### src/rtl/agna_mm2s_pkg.sv
// Shared definitions for the MM2S read-command generator.
// Holds the instruction bit map, the DataMover command layout, the mode and
// FSM enums, and two small helpers (shape clipping and command packing).
package agna_mm2s_pkg;

  // Instruction bit map
  localparam int INSTR_VAR_BIT = 63;
  localparam int PTYPE_LSB     = 60;
  localparam int P_IH_LSB      = 47;   // tile_ih / layer_ih, 9b
  localparam int P_IW_LSB      = 38;   // tile_iw / layer_iw, 9b
  localparam int P_C_LSB       = 18;   // tile_c 10b, layer_c 16b
  localparam int P_IWIH_LSB    = 32;   // layer_iwih, 18b
  localparam int P_EOM_BIT     = 58;
  localparam int V_EOL_BIT     = 60;
  localparam int V_STC_LSB     = 48;   // 10b
  localparam int V_STH_LSB     = 29;   // 9b
  localparam int V_STW_LSB     = 20;   // 9b

  localparam logic [2:0] PT_TILE  = 3'b000;
  localparam logic [2:0] PT_LAYER = 3'b001;
  localparam logic [2:0] PT_IWIH  = 3'b011;
  localparam logic [2:0] PT_BADDR = 3'b111;

  // DataMover command layout
  localparam int CMD_BTT_W     = 23;
  localparam int CMD_TYPE_BIT  = 23;
  localparam int CMD_EOF_BIT   = 30;
  localparam int CMD_SADDR_LSB = 32;
  localparam int CMD_TAG_LSB   = 72;

  localparam logic [3:0] TAG_EOM  = 4'b1111;
  localparam logic [3:0] TAG_LAST = 4'b1100;
  localparam logic [3:0] TAG_NONE = 4'b0000;

  typedef enum logic [1:0] {
    MODE_ROW   = 2'b00,
    MODE_CHAN  = 2'b01,
    MODE_WHOLE = 2'b11
  } mode_e;

  typedef enum logic [2:0] {
    S_IDLE, S_C0, S_C1, S_C2, S_GEN
  } state_e;

  // Real extent of a tile along one axis. s+t > l is the overflow-free
  // form of s+t-1 > l-1 (17b sum keeps the carry).
  function automatic logic [15:0] clip(input logic [15:0] s, input logic [15:0] t,
                                       input logic [15:0] l);
    if (({1'b0, s} + {1'b0, t}) > {1'b0, l}) return l - s;
    return t;
  endfunction

  function automatic logic [79:0] pack_cmd(input logic [22:0] btt, input logic [31:0] saddr,
                                           input logic [3:0] tag);
    logic [79:0] c;
    c = '0;
    c[CMD_BTT_W-1:0]         = btt;
    c[CMD_TYPE_BIT]          = 1'b1;   // INCR burst
    c[CMD_EOF_BIT]           = 1'b1;
    c[CMD_SADDR_LSB +: 32]   = saddr;
    c[CMD_TAG_LSB +: 4]      = tag;
    return c;
  endfunction

endpackage

### src/rtl/mm2s_tile_geom.sv
// Tile geometry pipeline for the MM2S command generator.
// c0_en: latch tile start indices s_x = tile_x * st_x.
// c1_en: latch clipped real shape r_x and the empty-tile flag.
// Combinational C2 outputs: base address, command mode and btt.
// Inputs are the registered layer/tile params and variable start indices;
// they must be held stable from C0 until the tile's commands are done.
module mm2s_tile_geom
  import agna_mm2s_pkg::*;
(
  input  logic        clk,
  input  logic        c0_en,
  input  logic        c1_en,
  input  logic [8:0]  tile_ih,
  input  logic [8:0]  tile_iw,
  input  logic [9:0]  tile_c,
  input  logic [8:0]  layer_ih,
  input  logic [8:0]  layer_iw,
  input  logic [15:0] layer_c,
  input  logic [17:0] layer_iwih,
  input  logic [31:0] fin_baddr,
  input  logic [8:0]  st_h,
  input  logic [8:0]  st_w,
  input  logic [9:0]  st_c,
  output logic [31:0] base,
  output logic [1:0]  mode,
  output logic [22:0] btt,
  output logic        empty,
  output logic [15:0] r_h,
  output logic [15:0] r_c
);

  logic [15:0] s_w_q, s_w_d, s_h_q, s_h_d, s_c_q, s_c_d;
  logic [15:0] r_w_q, r_w_d, r_h_q, r_h_d, r_c_q, r_c_d;
  logic        empty_q, empty_d;
  logic        w_full;

  always_comb begin
    s_w_d   = s_w_q;
    s_h_d   = s_h_q;
    s_c_d   = s_c_q;
    r_w_d   = r_w_q;
    r_h_d   = r_h_q;
    r_c_d   = r_c_q;
    empty_d = empty_q;
    if (c0_en) begin
      s_w_d = 16'(tile_iw) * 16'(st_w);
      s_h_d = 16'(tile_ih) * 16'(st_h);
      s_c_d = 16'(tile_c) * 16'(st_c);
    end
    if (c1_en) begin
      r_w_d   = clip(s_w_q, 16'(tile_iw), 16'(layer_iw));
      r_h_d   = clip(s_h_q, 16'(tile_ih), 16'(layer_ih));
      r_c_d   = clip(s_c_q, 16'(tile_c), layer_c);
      empty_d = (s_w_q >= 16'(layer_iw)) || (s_h_q >= 16'(layer_ih)) || (s_c_q >= layer_c);
    end
  end

  always_ff @(posedge clk) begin
    s_w_q   <= s_w_d;
    s_h_q   <= s_h_d;
    s_c_q   <= s_c_d;
    r_w_q   <= r_w_d;
    r_h_q   <= r_h_d;
    r_c_q   <= r_c_d;
    empty_q <= empty_d;
  end

  // A tile spanning full rows makes each channel plane contiguous; spanning
  // full planes too makes the whole tile one contiguous burst.
  always_comb begin
    base   = fin_baddr + 32'(s_w_q) + 32'(s_h_q) * 32'(layer_iw)
           + 32'(s_c_q) * 32'(layer_iwih);
    w_full = (s_w_q == '0) && (r_w_q == 16'(layer_iw));
    if (w_full && (s_h_q == '0) && (r_h_q == 16'(layer_ih))) begin
      mode = MODE_WHOLE;
      btt  = 23'(32'(layer_iwih) * 32'(r_c_q));
    end else if (w_full) begin
      mode = MODE_CHAN;
      btt  = 23'(32'(layer_iw) * 32'(r_h_q));
    end else begin
      mode = MODE_ROW;
      btt  = 23'(r_w_q);
    end
  end

  assign empty = empty_q;
  assign r_h   = r_h_q;
  assign r_c   = r_c_q;

endmodule

### src/rtl/mm2s_cmd_gen.sv
// MM2S read-command generator: decodes param/variable sub-instructions and
// emits DataMover MM2S commands fetching one clipped fin tile from DDR.
// Ports:
//   clk, rst_n                 clock, synchronous active-low reset
//   s_axis_mm2s_instr_*        sub-instruction stream (tready low while busy)
//   m_axis_mm2s_cmd_*          DataMover command stream
module mm2s_cmd_gen
  import agna_mm2s_pkg::*;
#(
  parameter int CORE_INSTR_WIDTH = 64,
  parameter int CORE_CMD_WIDTH   = 80
) (
  input  logic                        clk,
  input  logic                        rst_n,
  input  logic [CORE_INSTR_WIDTH-1:0] s_axis_mm2s_instr_tdata,
  input  logic                        s_axis_mm2s_instr_tvalid,
  output logic                        s_axis_mm2s_instr_tready,
  output logic [CORE_CMD_WIDTH-1:0]   m_axis_mm2s_cmd_tdata,
  output logic                        m_axis_mm2s_cmd_tvalid,
  input  logic                        m_axis_mm2s_cmd_tready
);

  state_e      state_q, state_d;
  logic [8:0]  tile_ih_q, tile_ih_d, tile_iw_q, tile_iw_d;
  logic [9:0]  tile_c_q, tile_c_d;
  logic [8:0]  layer_ih_q, layer_ih_d, layer_iw_q, layer_iw_d;
  logic [15:0] layer_c_q, layer_c_d;
  logic [17:0] layer_iwih_q, layer_iwih_d;
  logic [31:0] fin_baddr_q, fin_baddr_d;
  logic        eom_q, eom_d, eol_q, eol_d;
  logic [8:0]  st_h_q, st_h_d, st_w_q, st_w_d;
  logic [9:0]  st_c_q, st_c_d;
  logic [31:0] addr_q, addr_d, chan_base_q, chan_base_d;
  logic [15:0] c_idx_q, c_idx_d, h_idx_q, h_idx_d;
  mode_e       mode_q, mode_d;
  logic [22:0] btt_q, btt_d;

  logic [31:0] g_base;
  logic [1:0]  g_mode;
  logic [22:0] g_btt;
  logic        g_empty;
  logic [15:0] g_r_h, g_r_c;
  logic        instr_hs, last_cmd;
  logic [3:0]  tag;
  logic        unused_instr_bit;

  wire [63:0] instr = s_axis_mm2s_instr_tdata;
  assign unused_instr_bit = instr[59];

  assign s_axis_mm2s_instr_tready = (state_q == S_IDLE);
  assign instr_hs = s_axis_mm2s_instr_tvalid && s_axis_mm2s_instr_tready;

  mm2s_tile_geom u_geom (
    .clk        (clk),
    .c0_en      (state_q == S_C0),
    .c1_en      (state_q == S_C1),
    .tile_ih    (tile_ih_q),
    .tile_iw    (tile_iw_q),
    .tile_c     (tile_c_q),
    .layer_ih   (layer_ih_q),
    .layer_iw   (layer_iw_q),
    .layer_c    (layer_c_q),
    .layer_iwih (layer_iwih_q),
    .fin_baddr  (fin_baddr_q),
    .st_h       (st_h_q),
    .st_w       (st_w_q),
    .st_c       (st_c_q),
    .base       (g_base),
    .mode       (g_mode),
    .btt        (g_btt),
    .empty      (g_empty),
    .r_h        (g_r_h),
    .r_c        (g_r_c)
  );

  // Instruction decode
  always_comb begin
    tile_ih_d    = tile_ih_q;
    tile_iw_d    = tile_iw_q;
    tile_c_d     = tile_c_q;
    layer_ih_d   = layer_ih_q;
    layer_iw_d   = layer_iw_q;
    layer_c_d    = layer_c_q;
    layer_iwih_d = layer_iwih_q;
    fin_baddr_d  = fin_baddr_q;
    eom_d        = eom_q;
    eol_d        = eol_q;
    st_h_d       = st_h_q;
    st_w_d       = st_w_q;
    st_c_d       = st_c_q;
    if (instr_hs && instr[INSTR_VAR_BIT]) begin
      eol_d  = instr[V_EOL_BIT];
      st_c_d = instr[V_STC_LSB +: 10];
      st_h_d = instr[V_STH_LSB +: 9];
      st_w_d = instr[V_STW_LSB +: 9];
    end else if (instr_hs) begin
      case (instr[PTYPE_LSB +: 3])
        PT_TILE: begin
          tile_ih_d = instr[P_IH_LSB +: 9];
          tile_iw_d = instr[P_IW_LSB +: 9];
          tile_c_d  = instr[P_C_LSB +: 10];
        end
        PT_LAYER: begin
          layer_ih_d = instr[P_IH_LSB +: 9];
          layer_iw_d = instr[P_IW_LSB +: 9];
          layer_c_d  = instr[P_C_LSB +: 16];
        end
        PT_IWIH:  layer_iwih_d = instr[P_IWIH_LSB +: 18];
        PT_BADDR: begin
          eom_d       = instr[P_EOM_BIT];
          fin_baddr_d = instr[31:0];
        end
        default: ;
      endcase
    end
  end

  assign last_cmd = (mode_q == MODE_WHOLE) ||
                    ((c_idx_q == g_r_c - 16'd1) &&
                     ((mode_q == MODE_CHAN) || (h_idx_q == g_r_h - 16'd1)));

  // FSM and address walk
  always_comb begin
    state_d     = state_q;
    addr_d      = addr_q;
    chan_base_d = chan_base_q;
    c_idx_d     = c_idx_q;
    h_idx_d     = h_idx_q;
    mode_d      = mode_q;
    btt_d       = btt_q;
    case (state_q)
      S_IDLE: if (instr_hs && instr[INSTR_VAR_BIT]) state_d = S_C0;
      S_C0:   state_d = S_C1;
      S_C1:   state_d = S_C2;
      S_C2: begin
        if (g_empty) begin
          state_d = S_IDLE;
        end else begin
          state_d     = S_GEN;
          addr_d      = g_base;
          chan_base_d = g_base;
          c_idx_d     = '0;
          h_idx_d     = '0;
          mode_d      = mode_e'(g_mode);
          btt_d       = g_btt;
        end
      end
      S_GEN: begin
        if (m_axis_mm2s_cmd_tready) begin
          if (last_cmd) begin
            state_d = S_IDLE;
          end else if (mode_q == MODE_CHAN) begin
            c_idx_d = c_idx_q + 16'd1;
            addr_d  = addr_q + 32'(layer_iwih_q);
          end else if (h_idx_q == g_r_h - 16'd1) begin
            // Channel wrap: restart from the next plane, not from the row walk.
            h_idx_d     = '0;
            c_idx_d     = c_idx_q + 16'd1;
            chan_base_d = chan_base_q + 32'(layer_iwih_q);
            addr_d      = chan_base_q + 32'(layer_iwih_q);
          end else begin
            h_idx_d = h_idx_q + 16'd1;
            addr_d  = addr_q + 32'(layer_iw_q);
          end
        end
      end
      default: state_d = S_IDLE;
    endcase
  end

  always_ff @(posedge clk) begin
    if (!rst_n) state_q <= S_IDLE;
    else        state_q <= state_d;
    tile_ih_q    <= tile_ih_d;
    tile_iw_q    <= tile_iw_d;
    tile_c_q     <= tile_c_d;
    layer_ih_q   <= layer_ih_d;
    layer_iw_q   <= layer_iw_d;
    layer_c_q    <= layer_c_d;
    layer_iwih_q <= layer_iwih_d;
    fin_baddr_q  <= fin_baddr_d;
    eom_q        <= eom_d;
    eol_q        <= eol_d;
    st_h_q       <= st_h_d;
    st_w_q       <= st_w_d;
    st_c_q       <= st_c_d;
    addr_q       <= addr_d;
    chan_base_q  <= chan_base_d;
    c_idx_q      <= c_idx_d;
    h_idx_q      <= h_idx_d;
    mode_q       <= mode_d;
    btt_q        <= btt_d;
  end

  assign tag = !last_cmd ? TAG_NONE : (eol_q && eom_q) ? TAG_EOM : TAG_LAST;
  assign m_axis_mm2s_cmd_tvalid = (state_q == S_GEN);
  assign m_axis_mm2s_cmd_tdata  = pack_cmd(btt_q, addr_q, tag);

endmodule

### config.mk
export PLATFORM = sky130hd
export DESIGN_NAME = mm2s_cmd_gen
export DESIGN_NICKNAME = d
export VERILOG_FILES = /design/src/rtl/agna_mm2s_pkg.sv /design/src/rtl/mm2s_tile_geom.sv /design/src/rtl/mm2s_cmd_gen.sv
export SDC_FILE = /design/constraint.sdc
export NUM_CORES = 2
export LEC_CHECK = 0
export CORE_AREA = 8 8 362 364
export CTS_CLUSTER_DIAMETER = 30
export DETAILED_ROUTE_END_ITERATION = 12
export DIE_AREA = 0 0 370 372
export SETUP_SLACK_MARGIN = 0.05
export SLEW_MARGIN = 10
export SYNTH_ARGS = -nofsm -noshare
export SYNTH_HDL_FRONTEND = slang
export SYNTH_SLANG_ARGS = --single-unit
### constraint.sdc
create_clock -name clk -period 8.5 [get_ports clk]
set_input_delay 2.125 -clock clk [delete_from_list [all_inputs] [get_ports clk]]
set_output_delay 2.125 -clock clk [all_outputs]
set_load 0.05 [all_outputs]
# [After elaboration in Yosys (flattened, before gate mapping)]
# Cells that the tools add are included.
# W data, S select, Z words.
[totals] ram_bits=0 n_memories=0 inputBits=68 word_cells=152 regBits=363 rom_bits=0 latchBits=0
[classes] div_mod_pow=0 shifts=0 n_addsub=16 mux=44 n_lt_le_gt_ge=6 eq_ne=21 n_bitwise=2 multipliers=7 reduce_logical=26
[ops] operator="$mux W32" n=9
[ops] operator="$mux W16" n=12
[ops] operator="$pmux W32 S2" n=2
[ops] operator="$add A32 B18 Y32" n=2
[ops] operator="$pmux W16 S2" n=2
[ops] operator="$mux W23" n=2
[ops] operator="$add A16 B9 Y17" n=2
[ops] operator="$gt A17 B9 Y1" n=2
[ops] operator="$add A16 B1 Y16 const B" n=2
[ops] operator="$add A32 B16 Y32" n=1
[ops] operator="$add A32 B25 Y32" n=1
[ops] operator="$add A32 B32 Y32" n=1
[ops] operator="$add A32 B9 Y32" n=1
[ops] operator="$eq A16 B16 Y1" n=2
[ops] operator="$eq A16 B9 Y1" n=2
[ops] operator="$ge A16 B9 Y1" n=2
[ops] operator="$logic_not A16 Y1" n=2
[ops] operator="$mul A16 B18 Y32" n=1
[ops] operator="$mul A9 B9 Y16" n=2
[ops] operator="$sub A16 B1 Y16 const B" n=2
[ops] operator="$sub A9 B16 Y16" n=2
[ops] operator="$mul A16 B9 Y25" n=1
[ops] operator="$mul A18 B16 Y23" n=1
[ops] operator="$mul A9 B16 Y23" n=1
[ops] operator="30 further kinds" n=65

# [Longest topological paths before layout]
[logic_depth] ltp_word=8 mapped_depth=28 mapped_depth_nobuf=25

# [Cells and area by module]
# A second synthesis with hierarchy kept.
[hier_totals] hier_cells=6020 hier_area_um2=56091.3
[by_module_without_submodules] mod="mm2s_tile_geom" cells_each=4790 seq_area_each_um2=2912.8 area_per_inst_um2=41831.4 instances=1
[by_module_without_submodules] mod="mm2s_cmd_gen" cells_each=1230 seq_area_each_um2=7957.6 area_per_inst_um2=14259.9 instances=1

# [Least setup slack after synthesis]
# OpenSTA, ideal clock, no wires.
[synth_timing] path_kind="register to register" start="register u_geom.s_c_q[1]" end="register addr_q[23], data pin" path_stages_with_launch=26 period_less_slack_ns=7.028 arrival_ns=6.752 required_time_ns=8.224 setup_time_ns=0.276 setup_slack_ns=1.472 path_buffers=2 cell_sequence="edfxtp_1 > clkbuf_1 > clkbuf_1 > nand2_1 > fa_1 > inv_1 > fa_1 > inv_1 > fa_1 > fa_1 > inv_1 > fa_1 > fa_1 > inv_1 > fa_1 > inv_1 > ha_1 > o211a_1 > nor2b_1 > a31oi_1 > o211ai_1 > a21oi_1 > o22ai_1 > o41ai_1 > xor2_1 > o221ai_1"
[synth_between] elab_chain_cells=4
[synth_rtl] element="start: declaration" line_no="mm2s_tile_geom.sv:32" rtl="logic [15:0] s_w_q, s_w_d, s_h_q, s_h_d, s_c_q, s_c_d;"
[synth_rtl] element="start signal: assignment" line_no="mm2s_tile_geom.sv:61" rtl="s_c_q <= s_c_d;"
[synth_rtl] element="$mul A16 B18 Y32" line_no="mm2s_tile_geom.sv:72" rtl="+ 32'(s_c_q) * 32'(layer_iwih);"
[synth_rtl] element="$add A32 B32 Y32" line_no="mm2s_tile_geom.sv:72"
[synth_rtl] element="$mux W32" line_no="mm2s_cmd_gen.sv:136" rtl="if (g_empty) begin"
[synth_rtl] element="$pmux W32 S2" line_no="mm2s_cmd_gen.sv:131" rtl="case (state_q)"
[synth_rtl] element="via addr_d[23]" line_no="mm2s_cmd_gen.sv:33" rtl="logic [31:0] addr_q, addr_d, chan_base_q, chan_base_d;"
[synth_rtl] element="end signal: assignment" line_no="mm2s_cmd_gen.sv:187" rtl="addr_q <= addr_d;"
[synth_rtl] element="end: declaration" line_no="mm2s_cmd_gen.sv:33"
# The timed path passes the listed nets, and every way through them passes these cells. The select of a mux whose other input is x is not followed.
# A chain may end at the register's enable or synchronous reset.

# [Worst setup path after layout]
[layout_timing] start="register layer_iwih_q[6]" end="register addr_q[23], data pin"
[layout_between] elab_chain_cells=6 word_cells_on_any_way=10 classes_between="add/sub: 3; mul: 1; mux: 6"
[layout_rtl] element="start: declaration" line_no="mm2s_cmd_gen.sv:28" rtl="logic [17:0] layer_iwih_q, layer_iwih_d;"
[layout_rtl] element="start signal: assignment" line_no="mm2s_cmd_gen.sv:180" rtl="layer_iwih_q <= layer_iwih_d;"
[layout_rtl] element="parallel branches: the longest is 5 deep, another holds $mul A16 B18 Y32"
[layout_rtl] element="$pmux W32 S2 *" line_no="mm2s_cmd_gen.sv:131"
[layout_rtl] element="via addr_d[23]" line_no="mm2s_cmd_gen.sv:33"
# Mark *: on every way through the listed nets, which the timed path passes. The select of a mux whose other input is x is not followed.

==> results summary <==
The floorplan step defined a die boundary enclosing 0.138 mm². The clock transition at the registers of the reported paths came out at 0.05 ns. The total half-perimeter wirelength after legalization and detailed placement came out at 134 mm. The number of nets at the end of the flow is 7,493.

The number of antenna violations at the first check in global routing is 6. The number of endpoints with negative hold slack in the final report is 0. In this run the worst hold path is classified as reg2reg. The number of DRC violations after detailed-routing iteration 0 came out at 3,274. The CTS tree is done. The average wire per cell in the routed design came out at 21.6 µm.

Row generation in the floorplan step produced 130 rows. The maximum number of pins on one net before global-route repair is 67. The highest attainable clock frequency came out at 127 MHz. The total standard cell area after synthesis is 0.0559 mm². The CTS sink count came out at 363. The total of endpoints with negative setup slack in the final report is 0. The area share of the leading cell type in the synthesized netlist came out at 0.302.

The worst path needs 7.86 ns of the cycle, external delays included. The synthesized netlist contains 92 unique library cells. In the synthesized netlist, the cells that appear most often are inv_1 (1,117), fa_1 (843), nand2_1 (835). The number of buffers inserted to repair setup after CTS came out at 0. The total CTS buffers is 105. The ratio of cells with drive above 1 in the final layout came out at 0.0565. The relative max-transition margin is 0.280. The number of buffers inserted for hold repair after clock tree synthesis came out at 0.

The largest driver fanout on the critical path is 15. The arrival time at the worst endpoint came out at 8.30 ns. The number of instances resized during post-cts repair is 0. The remaining design rule violation count is 0. The number of top-level pins came out at 150.

The smallest hold slack is 0.620 ns. The die is 372 µm tall. The CTS H-tree depth is 3. The flow ran to the end, and the final reports show no timing, DRC or antenna violations. Across every metal layer, demand over resource in global routing totals 0.246.

The chip width is 370 µm. The layout overhead on the synthesized area came out at 12.2%. The maximum clock path buffer count came out at 3.

In this run the remaining antenna-violating nets after routing total 0. Setup repair after global routing left no endpoint under its margin. The tool flagged a number of max-cap violations equal to 0. The critical path data required time came out at 8.93 ns. The type of element capturing the critical path is a flop. The cell sitting at the root of the clock tree is a clkbuf_16. The path type of the worst setup path is reg2reg. Port buffering added 127 buffers. The aggregate global routing overflow is 0. The later-pin clock latency in the skew report is 0.73 ns. At the pin with the least slew margin, the transition time is 1.08 ns. By area the synthesized netlist is led by fa_1 (30%), edfxtp_1 (19%), ha_1 (11%), inv_1 (7.5%), nand2_1 (5.6%). The total wirelength of the detailed-routed design is 170 mm. The final-layout fill cell count came out at 11,700. STA classifies the critical path startpoint as a flop. The final worst-path cycle share is 0.925. The largest total area in the synthesized netlist belongs to fa_1. The post-synthesis cell count came out at 6,042. The count of state elements after synthesis came out at 363.

At the end of routability-driven placement, the weighted congestion stood at 0.912. The via count of the first global-routing pass is 44,000. The final count of pins violating max slew was 0.

The initial utilization of the core area, before any placement, comes to 0.447. The total via count after detailed routing is 42,600. The core footprint came out at 0.125 mm². The commonest register cell after synthesis is edfxtp_1. The post-route setup TNS came out at 0 ns. The count of flip-flops with a built-in enable after synthesis came out at 360. The routed via count divided by cell count is 5.43.

The most common cell in the synthesized netlist is inv_1. The setup clock skew after layout came out at 0.0459 ns. The number of search-and-repair iterations in the first detailed-routing pass came out at 5. The share of the Yosys chip area taken by registers is 0.194. The first-pass GRT wire length is 259 mm. The count of yosys warnings during synthesis came out at 0. A synthesized cell averages 9.25 µm². The final cell utilization of the core is 0.502. In the synthesized netlist the async set-or-reset flop fraction comes to 0.
## routing by layer
metal	wire, µm	up-vias	global-route usage
met4	8740	0	0.113
met1	70600	21500	0.322
met2	78500	1515	0.401
li1	-	19300	-
met5	0	-	0
met3	11900	372	0.0424
## area by class of cell
cell class	instances	area, µm²	area share
Multi-Input combinational cell	4295	39800	0.634
Sequential cell	363	10900	0.173
Inverter	1121	4210	0.0671
Clock buffer	110	2650	0.0422
Tap cell	1650	2060	0.0329
Timing Repair Buffer	218	1970	0.0314
Clock inverter	89	1190	0.0190
Antenna cell	1	2.50	0.0000399
## through the flow
step / instances / worst slack (ns) / cell area (µm²)
floorplan: 6061 / 1.47 / 56000
global placement: 7647 / 0.797 / 58900
detailed placement: 7647 / 0.713 / 58900
CTS: 7846 / 0.664 / 62700
global route: 7846 / 0.322 / 62700
finish: 7847 / 0.638 / 62700
## sequential cells by signal, summed over array words and instances, names as in the netlist, 2 cells and up
name,count
addr_q,32
btt_q,23
c_idx_q,16
chan_base_q,32
fin_baddr_q,32
h_idx_q,16
layer_c_q,16
layer_ih_q,9
layer_iw_q,9
layer_iwih_q,18
mode_q,2
st_c_q,10
st_h_q,9
st_w_q,9
state_q,3
tile_c_q,10
tile_ih_q,9
tile_iw_q,9
u_geom.r_c,16
u_geom.r_h,16
u_geom.r_w_q,16
u_geom.s_c_q,16
u_geom.s_h_q,16
u_geom.s_w_q,16
## layout by cell type, fill, tap and decap left out, drive strengths merged, types with 26 or more instances in the layout
cell           Yosys  layout
a211oi            26      26
a21boi            27      27
a21o              57      57
a21oi            157     157
a31oi             27      27
and2             356     356
and3              31      31
buf               45      91
clkbuf           237     110
clkdlybuf4s50      0     127
clkinv             4      44
edfxtp           360     360
fa               843     843
ha               478     478
inv             1117    1133
mux2i             36      36
nand2            835     835
nand3             69      69
nand4             46      46
nor2             323     323
nor2b             34      34
nor3              69      69
nor4              30      30
o21a              40      40
o21ai            194     194
o21bai            30      30
xnor2            205     205
xor2             113     113
## logic make-up after synthesis
logic type / count (synthesis) / share of synthesized area
compound gates: 690 / 0.0801
xor+xnor: 318 / 0.0498
flops: 363 / 0.194
fa+ha+maj: 1321 / 0.409
simple gates: 1887 / 0.159
other cells: 2 / 0.000134
mux: 58 / 0.0109
buf+inv: 1403 / 0.0963
## critical path, cell delays in order (launching register included)
cell      delay [ns]
edfxtp_1        1.01
nand2_1         0.23
fa_1            0.60
inv_1           0.05
fa_1            0.51
inv_1           0.07
fa_1            0.44
fa_1            0.55
inv_1           0.06
fa_1            0.52
inv_1           0.05
fa_1            0.38
fa_1            0.54
inv_1           0.05
ha_1            0.34
a21oi_1         0.15
o21ai_0         0.17
a31oi_1         0.27
o211ai_1        0.26
a21oi_1         0.33
o22ai_1         0.14
o41ai_1         0.35
xor2_1          0.36
o221ai_1        0.15
## path summary, 6_finish.rpt
path / startpoint / endpoint / slack, ns / cells past startpoint
hold reg to reg: state_q[0]$_SDFFE_PN0P_ / state_q[0]$_SDFFE_PN0P_ / 0.62 / 1
hold / removal: state_q[0]$_SDFFE_PN0P_ / state_q[0]$_SDFFE_PN0P_ / 0.62 / 1
setup reg to reg: layer_iwih_q[6]$_DFFE_PP_ / addr_q[23]$_DFFE_PP_ / 0.64 / 23
setup / recovery: layer_iwih_q[6]$_DFFE_PP_ / addr_q[23]$_DFFE_PP_ / 0.64 / 23
Power is not shown: default switching activity piles up to over one toggle a cycle in this logic, so the estimate is an artifact.
